[src/rtl/clb_cfg_pkg.sv]
// Shared definitions for the CLB configuration loader and the CLB-side register decode:
// loader states, default sizes, sync preamble and the configuration word field layout.
package clb_cfg_pkg;

    localparam int         CFG_W  = 38;
    localparam int         ADDR_W = 8;
    localparam logic [7:0] SYNC   = 8'hB2;

    typedef enum logic [2:0] {
        S_HUNT,
        S_HDR,
        S_DATA,
        S_PAR,
        S_DONE,
        S_ERROR
    } state_t;

    // Field LSB positions inside a configuration word
    localparam int LUT_LSB         = 0;
    localparam int LUT_W           = 16;
    localparam int COMBO_LSB       = 16;
    localparam int COMBO_W         = 2;
    localparam int MUX_SEL_W       = 2;
    localparam int MUX2_LSB        = 18;
    localparam int MUX3_LSB        = 20;
    localparam int MUX4_LSB        = 22;
    localparam int MUX5_LSB        = 24;
    localparam int MUX6_LSB        = 26;
    localparam int O2M1_0_BIT      = 28;
    localparam int O2M2_0_BIT      = 29;
    localparam int O2M3_0_BIT      = 30;
    localparam int O2M1_1_BIT      = 31;
    localparam int O2M2_1_BIT      = 32;
    localparam int O2M3_1_BIT      = 33;
    localparam int DQMUX1_BIT      = 34;
    localparam int DQMUX2_BIT      = 35;
    localparam int FLOPORLATCH_BIT = 36;
    localparam int QINIT_BIT       = 37;

    function automatic logic [LUT_W-1:0] cfg_lut_mem(input logic [CFG_W-1:0] w);
        return w[LUT_LSB +: LUT_W];
    endfunction

    function automatic logic [COMBO_W-1:0] cfg_comboption(input logic [CFG_W-1:0] w);
        return w[COMBO_LSB +: COMBO_W];
    endfunction

    // Select field of mux n (2..6); the fields are packed contiguously from MUX2_LSB
    function automatic logic [MUX_SEL_W-1:0] cfg_mux_sel(input logic [CFG_W-1:0] w,
                                                         input int                n);
        return w[MUX2_LSB + MUX_SEL_W * (n - 2) +: MUX_SEL_W];
    endfunction

endpackage

[src/rtl/cfg_sync_detect.sv]
// Preamble hunter: keeps the last seven accepted bits and flags when they plus the
// current bit equal the sync pattern, so the match is seen on the 8th bit itself.
module cfg_sync_detect #(
    parameter logic [7:0] PATTERN = clb_cfg_pkg::SYNC
) (
    input  logic clk,
    input  logic rst,
    input  logic en,
    input  logic din,
    output logic match
);

    logic [6:0] win_p0;
    logic [7:0] win_nx;

    assign win_nx = {win_p0, din};
    assign match  = en && (win_nx == PATTERN);

    // The window is never cleared on a mismatch, so overlapping preambles are found
    always_ff @(posedge clk) begin
        if (rst) begin
            win_p0 <= '0;
        end else if (en) begin
            win_p0 <= win_nx[6:0];
        end
    end

endmodule

[src/rtl/clb_cfg_loader.sv]
// CLB configuration loader: finds the sync preamble in a serial stream, reads a frame
// count, then writes one even-parity-checked configuration word per CLB.
module clb_cfg_loader #(
    parameter int         CFG_W  = clb_cfg_pkg::CFG_W,
    parameter int         ADDR_W = clb_cfg_pkg::ADDR_W,
    parameter logic [7:0] SYNC   = clb_cfg_pkg::SYNC
) (
    input  logic              K,
    input  logic              RST,
    input  logic              DIN,
    input  logic              DVALID,
    output logic [CFG_W-1:0]  CFG_DATA,
    output logic [ADDR_W-1:0] CFG_ADDR,
    output logic              CFG_WE,
    output logic              DONE,
    output logic              ERR
);
    import clb_cfg_pkg::*;

    localparam int               CNT_W     = $clog2((CFG_W > ADDR_W) ? CFG_W : ADDR_W);
    localparam logic [CNT_W-1:0] HDR_LAST  = CNT_W'(ADDR_W - 1);
    localparam logic [CNT_W-1:0] DATA_LAST = CNT_W'(CFG_W - 1);

    state_t state_q, state_nx;

    logic              sync_hit;
    logic [CNT_W-1:0]  cnt_p0;
    logic [ADDR_W-1:0] nfrm_p0;
    logic [ADDR_W-1:0] nfrm_shift;
    logic [CFG_W-1:0]  word_p0;
    logic              par_p0;
    logic [ADDR_W-1:0] addr_p0;
    logic              last_frm;

    logic              wr_ok;
    logic              done_d;
    logic              err_d;

    logic [CFG_W-1:0]  cfg_data_p1;
    logic [ADDR_W-1:0] cfg_addr_p1;
    logic              vld_p1;
    logic              done_p1;
    logic              err_p1;

    function automatic logic parity_ok(input logic acc, input logic pbit);
        return ~(acc ^ pbit);
    endfunction

    cfg_sync_detect #(
        .PATTERN(SYNC)
    ) u_sync (
        .clk  (K),
        .rst  (RST),
        .en   (DVALID && (state_q == S_HUNT)),
        .din  (DIN),
        .match(sync_hit)
    );

    assign nfrm_shift = {nfrm_p0[ADDR_W-2:0], DIN};
    assign last_frm   = ((addr_p0 + ADDR_W'(1)) == nfrm_p0);

    always_ff @(posedge K) begin
        if (RST) begin
            state_q <= S_HUNT;
        end else begin
            state_q <= state_nx;
        end
    end

    always_comb begin
        state_nx = state_q;
        case (state_q)
            S_HUNT: begin
                if (sync_hit) state_nx = S_HDR;
            end
            S_HDR: begin
                if (DVALID && (cnt_p0 == HDR_LAST))
                    state_nx = (nfrm_shift == '0) ? S_DONE : S_DATA;
            end
            S_DATA: begin
                if (DVALID && (cnt_p0 == DATA_LAST)) state_nx = S_PAR;
            end
            S_PAR: begin
                if (DVALID) begin
                    if (!parity_ok(par_p0, DIN)) state_nx = S_ERROR;
                    else if (last_frm)           state_nx = S_DONE;
                    else                         state_nx = S_DATA;
                end
            end
            S_DONE:  state_nx = S_DONE;
            S_ERROR: state_nx = S_ERROR;
            default: state_nx = S_HUNT;
        endcase
    end

    // After the last word, DONE follows the strobe cycle; an empty load raises it at once
    always_comb begin
        wr_ok  = 1'b0;
        done_d = 1'b0;
        err_d  = 1'b0;
        case (state_q)
            S_HDR: begin
                done_d = (state_nx == S_DONE);
            end
            S_PAR: begin
                wr_ok = DVALID && parity_ok(par_p0, DIN);
                err_d = (state_nx == S_ERROR);
            end
            S_DONE:  done_d = 1'b1;
            S_ERROR: err_d  = 1'b1;
            default: begin
                wr_ok  = 1'b0;
                done_d = 1'b0;
                err_d  = 1'b0;
            end
        endcase
    end

    // ---- stage p0: header / word deserialisation, advances only on accepted bits ----
    always_ff @(posedge K) begin
        if (RST) begin
            cnt_p0  <= '0;
            nfrm_p0 <= '0;
            word_p0 <= '0;
            par_p0  <= 1'b0;
            addr_p0 <= '0;
        end else begin
            if (wr_ok) addr_p0 <= addr_p0 + ADDR_W'(1);
            if (DVALID) begin
                case (state_q)
                    S_HDR: begin
                        nfrm_p0 <= nfrm_shift;
                        cnt_p0  <= (cnt_p0 == HDR_LAST) ? '0 : cnt_p0 + CNT_W'(1);
                        par_p0  <= 1'b0;
                    end
                    S_DATA: begin
                        word_p0 <= {word_p0[CFG_W-2:0], DIN};
                        par_p0  <= par_p0 ^ DIN;
                        cnt_p0  <= (cnt_p0 == DATA_LAST) ? '0 : cnt_p0 + CNT_W'(1);
                    end
                    S_PAR: begin
                        par_p0 <= 1'b0;
                        cnt_p0 <= '0;
                    end
                    default: begin
                        cnt_p0 <= cnt_p0;
                    end
                endcase
            end
        end
    end

    // ---- stage p1: registered outputs; data/address hold between strobes ----
    always_ff @(posedge K) begin
        if (RST) begin
            cfg_data_p1 <= '0;
            cfg_addr_p1 <= '0;
            vld_p1      <= 1'b0;
            done_p1     <= 1'b0;
            err_p1      <= 1'b0;
        end else begin
            vld_p1  <= wr_ok;
            done_p1 <= done_d;
            err_p1  <= err_d;
            if (wr_ok) begin
                cfg_data_p1 <= word_p0;
                cfg_addr_p1 <= addr_p0;
            end
        end
    end

    assign CFG_DATA = cfg_data_p1;
    assign CFG_ADDR = cfg_addr_p1;
    assign CFG_WE   = vld_p1;
    assign DONE     = done_p1;
    assign ERR      = err_p1;

endmodule

[config.mk]
export PLATFORM = sky130hd
export DESIGN_NAME = clb_cfg_loader
export DESIGN_NICKNAME = d
export VERILOG_FILES = /design/src/rtl/clb_cfg_pkg.sv /design/src/rtl/cfg_sync_detect.sv /design/src/rtl/clb_cfg_loader.sv
export SDC_FILE = /design/constraint.sdc
export NUM_CORES = 1
export LEC_CHECK = 0
export CAP_MARGIN = 20
export CORE_MARGIN = 5
export CORE_UTILIZATION = 56
export DETAILED_ROUTE_END_ITERATION = 10
export PLACE_DENSITY = 0.79
export SLEW_MARGIN = 20
export SYNTH_ARGS = -nofsm -noshare
export SYNTH_HDL_FRONTEND = slang
export SYNTH_SLANG_ARGS = --single-unit
export TNS_END_PERCENT = 5
[constraint.sdc]
create_clock -name K -period 2.09 [get_ports K]
set_input_delay 0.418 -clock K [delete_from_list [all_inputs] [get_ports K]]
set_output_delay 0.418 -clock K [all_outputs]
set_load 0.01 [all_outputs]
==> out/results.txt <==
PortBufs -> 52
Worst IR drop on VDD -> 0.000722 V
CTS root buffer -> clkbuf_8
FP Rows -> 33
1st-iter DRT viols -> 188
Hold-fix buffers, CTS -> 0
CTS tree -> done
Die Area -> 10,500 µm²
CP Cell Sequence -> ha_2, nand3b_1, a22oi_1, o22ai_1, a2111oi_2, a41o_1
Hold crit path type -> input pin to flop
Area Overhead vs Synth -> 26.7%
Cell count after synthesis -> 604
Share of cells above drive strength 1 -> 9.90%
Hold Vio Cnt, Final -> 0
Vias -> 4,211
Clk slew on worst S/H paths -> 0.06 ns
Synth async-reset ratio -> 0%
Global-route wire length before repair -> 18,000 µm
CP Launch Type -> flop
Outcome -> complete, no violations
Clock tree buffer depth -> 2
Pin count of the biggest net entering global routing -> 74
Clock skew -> 0.00614 ns
Post-CTS sizing -> 0
H-tree levels -> 4
DR WL/cell -> 13.9 µm
Max-slew violation count -> 0
Max transition margin -> 68.6%
Library cells used by synthesis -> 51
Placer Congestion -> 0.820
Ports -> 53
Syn nets -> 611
FMAX -> 529 MHz
Max-cap viol count -> 0
# setup viols final -> 0
Tot Pwr -> 5190 µW
GRT Overall Usage -> 21.4%
Leakage -> 0.00205 µW
Vias in the first global route -> 3,982
Placed Area -> 5490 µm²
Top FF cell, synth -> dfxtp_1
Clock latency on the worst-skew pair -> 0.51 ns
Setup ws final -> 0.198 ns
DR vias/cell -> 5.45
Crit-path max FO -> 8
Width of the die -> 102 µm
Fin crit share -> 90.5%
Filler Cell Count -> 608
Initial Utilization -> 58.0%
Total grt overflow -> 0
DPL Wire Length -> 6760 µm
# diodes -> 0
Tmin final -> 1.89 ns
Mean Syn Cell Area -> 7.92 µm²
DRC Markers -> 0
Setup TNS -> 0 ns
Pre-CTS setup slack -> -0.0598 ns
Critical Path Max Stage Delay -> 0.45 ns
Clock sinks -> 120
Core Footprint -> 8260 µm²
Number of enable flip-flop cells after synthesis -> 0
Slew at the pin closest to its max-slew limit -> 0.471 ns
Setup Buffers After CTS -> 0
CP max-delay cell -> a2111oi_2
TritonCTS buffer count -> 17
Post-Syn Area -> 4790 µm²
Final core occ -> 73.4%
Crit path required time -> 2.55 ns
Initial antenna violation count -> 0
Design Area, Final -> 6060 µm²
Routed WL -> 10,700 µm
Worst path arrival time -> 2.35 ns
Kind of critical path -> flop to flop
Fin nets -> 662
DRT Pass-1 Iters -> 5
Final antenna-violating net count -> 0
Syn. warnings -> 0
Die Y -> 102 µm
PwrDens -> 856 nW/µm²
Sequential cell area fraction in the yosys report -> 50.2%
Number of synthesized register bits -> 120
Worst setup EP type -> flop
-- report_power, final --
group / total (µW) / leakage [µW] / switching (µW) / internal [µW]
Clock: 2810 / 0.000283 / 1070 / 1740
Combinational: 84.0 / 0.000796 / 57.8 / 26.1
Sequential: 2300 / 0.000967 / 5.24 / 2290
Total: 5190 / 0.00205 / 1130 / 4050
-- cells in the final DEF, fill, tap and decap left out, drive strengths merged, types with 8 or more instances in the layout --
cell / n
nand2: 214
dfxtp: 120
a21oi: 110
clkdlybuf4s50: 51
buf: 24
clkbuf: 18
nor2: 12
xnor2: 11
inv: 11
xor2: 8
-- area by class of cell --
cell class | count | area (µm²) | area share (%)
inverter | 5 | 18.8 | 0.310
clock buffer | 18 | 428 | 7.06
sequential | 120 | 2400 | 39.6
clock inverter | 13 | 144 | 2.37
timing repair buffer | 75 | 753 | 12.4
tap | 105 | 131 | 2.17
multi-input combinational | 436 | 2180 | 36.0
-- per-layer routing --
metal	global-route usage, %	vias to the layer above	share of wire [%]
met5	0	-	0
met4	8.07	0	1.6
met3	5.19	16	4.8
met2	36.2	120	50
met1	26.3	1958	43
li1	-	2117	-
-- sequential cells by signal, indices dropped and copies added (netlist names), 3 cells and up --
register       count
state_q            3
CFG_DATA          38
CFG_ADDR           8
addr_p0            8
word_p0           38
cnt_p0             6
u_sync.win_p0      7
nfrm_p0            8
-- final timing paths --
check	depth (start not counted)	startpoint	endpoint	slack, ns
worst max register to register	6	addr_p0[1]	state_q[2]	0.20
worst min register to register	2	CFG_DATA[12]	CFG_DATA[12]	0.45
worst max-delay path	6	addr_p0[1]	state_q[2]	0.20
worst min-delay path	2	RST	addr_p0[0]	0.26
-- worst max-delay path, delay by kind of cell (launching register included) --
kind                       cells  cell delay (ns)
and+or+nand+nor                1             0.12
AOI/OAI and AO/OA              4             0.98
adders and majority gates      1             0.32
DFF                            1             0.42
-- synthesized netlist by cell type (2+ instances only) --
| cell | instances | area [µm²] |
|---|---|---|
| nand2_1 | 214 | 803 |
| dfxtp_1 | 120 | 2400 |
| a21oi_1 | 110 | 551 |
| clkbuf_1 | 22 | 82.6 |
| buf_2 | 18 | 90.1 |
| nor2_1 | 12 | 45.0 |
| xnor2_1 | 11 | 96.3 |
| xor2_1 | 8 | 70.1 |
| and3_1 | 6 | 37.5 |
| nand3_1 | 6 | 30.0 |
| nand4_1 | 6 | 37.5 |
| o21ai_0 | 6 | 30.0 |
| or3_1 | 6 | 37.5 |
| inv_1 | 5 | 18.8 |
| nor3_1 | 5 | 25.0 |
| nor2b_1 | 4 | 25.0 |
| ha_1 | 3 | 37.5 |
| a21boi_0 | 2 | 15.0 |
| a41oi_1 | 2 | 17.5 |
| and2_1 | 2 | 12.5 |
| and2b_1 | 2 | 15.0 |
| mux2i_1 | 2 | 20.0 |
| nand3b_1 | 2 | 15.0 |
| nor4_1 | 2 | 12.5 |
| o22ai_1 | 2 | 12.5 |
-- stage by stage --
| stage | cells | hold WS (ns) |
|---|---|---|
| 2_1_floorplan | 604 | 0.432 |
| 3_5_place_dp | 741 | 0.447 |
| 3_3_place_gp | 741 | 0.441 |
| 5_1_grt | 772 | 0.260 |
| 6_report | 772 | 0.261 |
| 4_1_cts | 772 | 0.239 |
-- logic make-up after synthesis --
family,share of synthesized area (%)
AOI/OAI and AO/OA,15.6
xor gates and xnor gates,3.48
adders and majority gates,0.784
buffers and inverters,4.47
DFF,50.2
muxes,0.418
and+or+nand+nor,25.0
No activity file was read; power rests on OpenSTA's default activity.
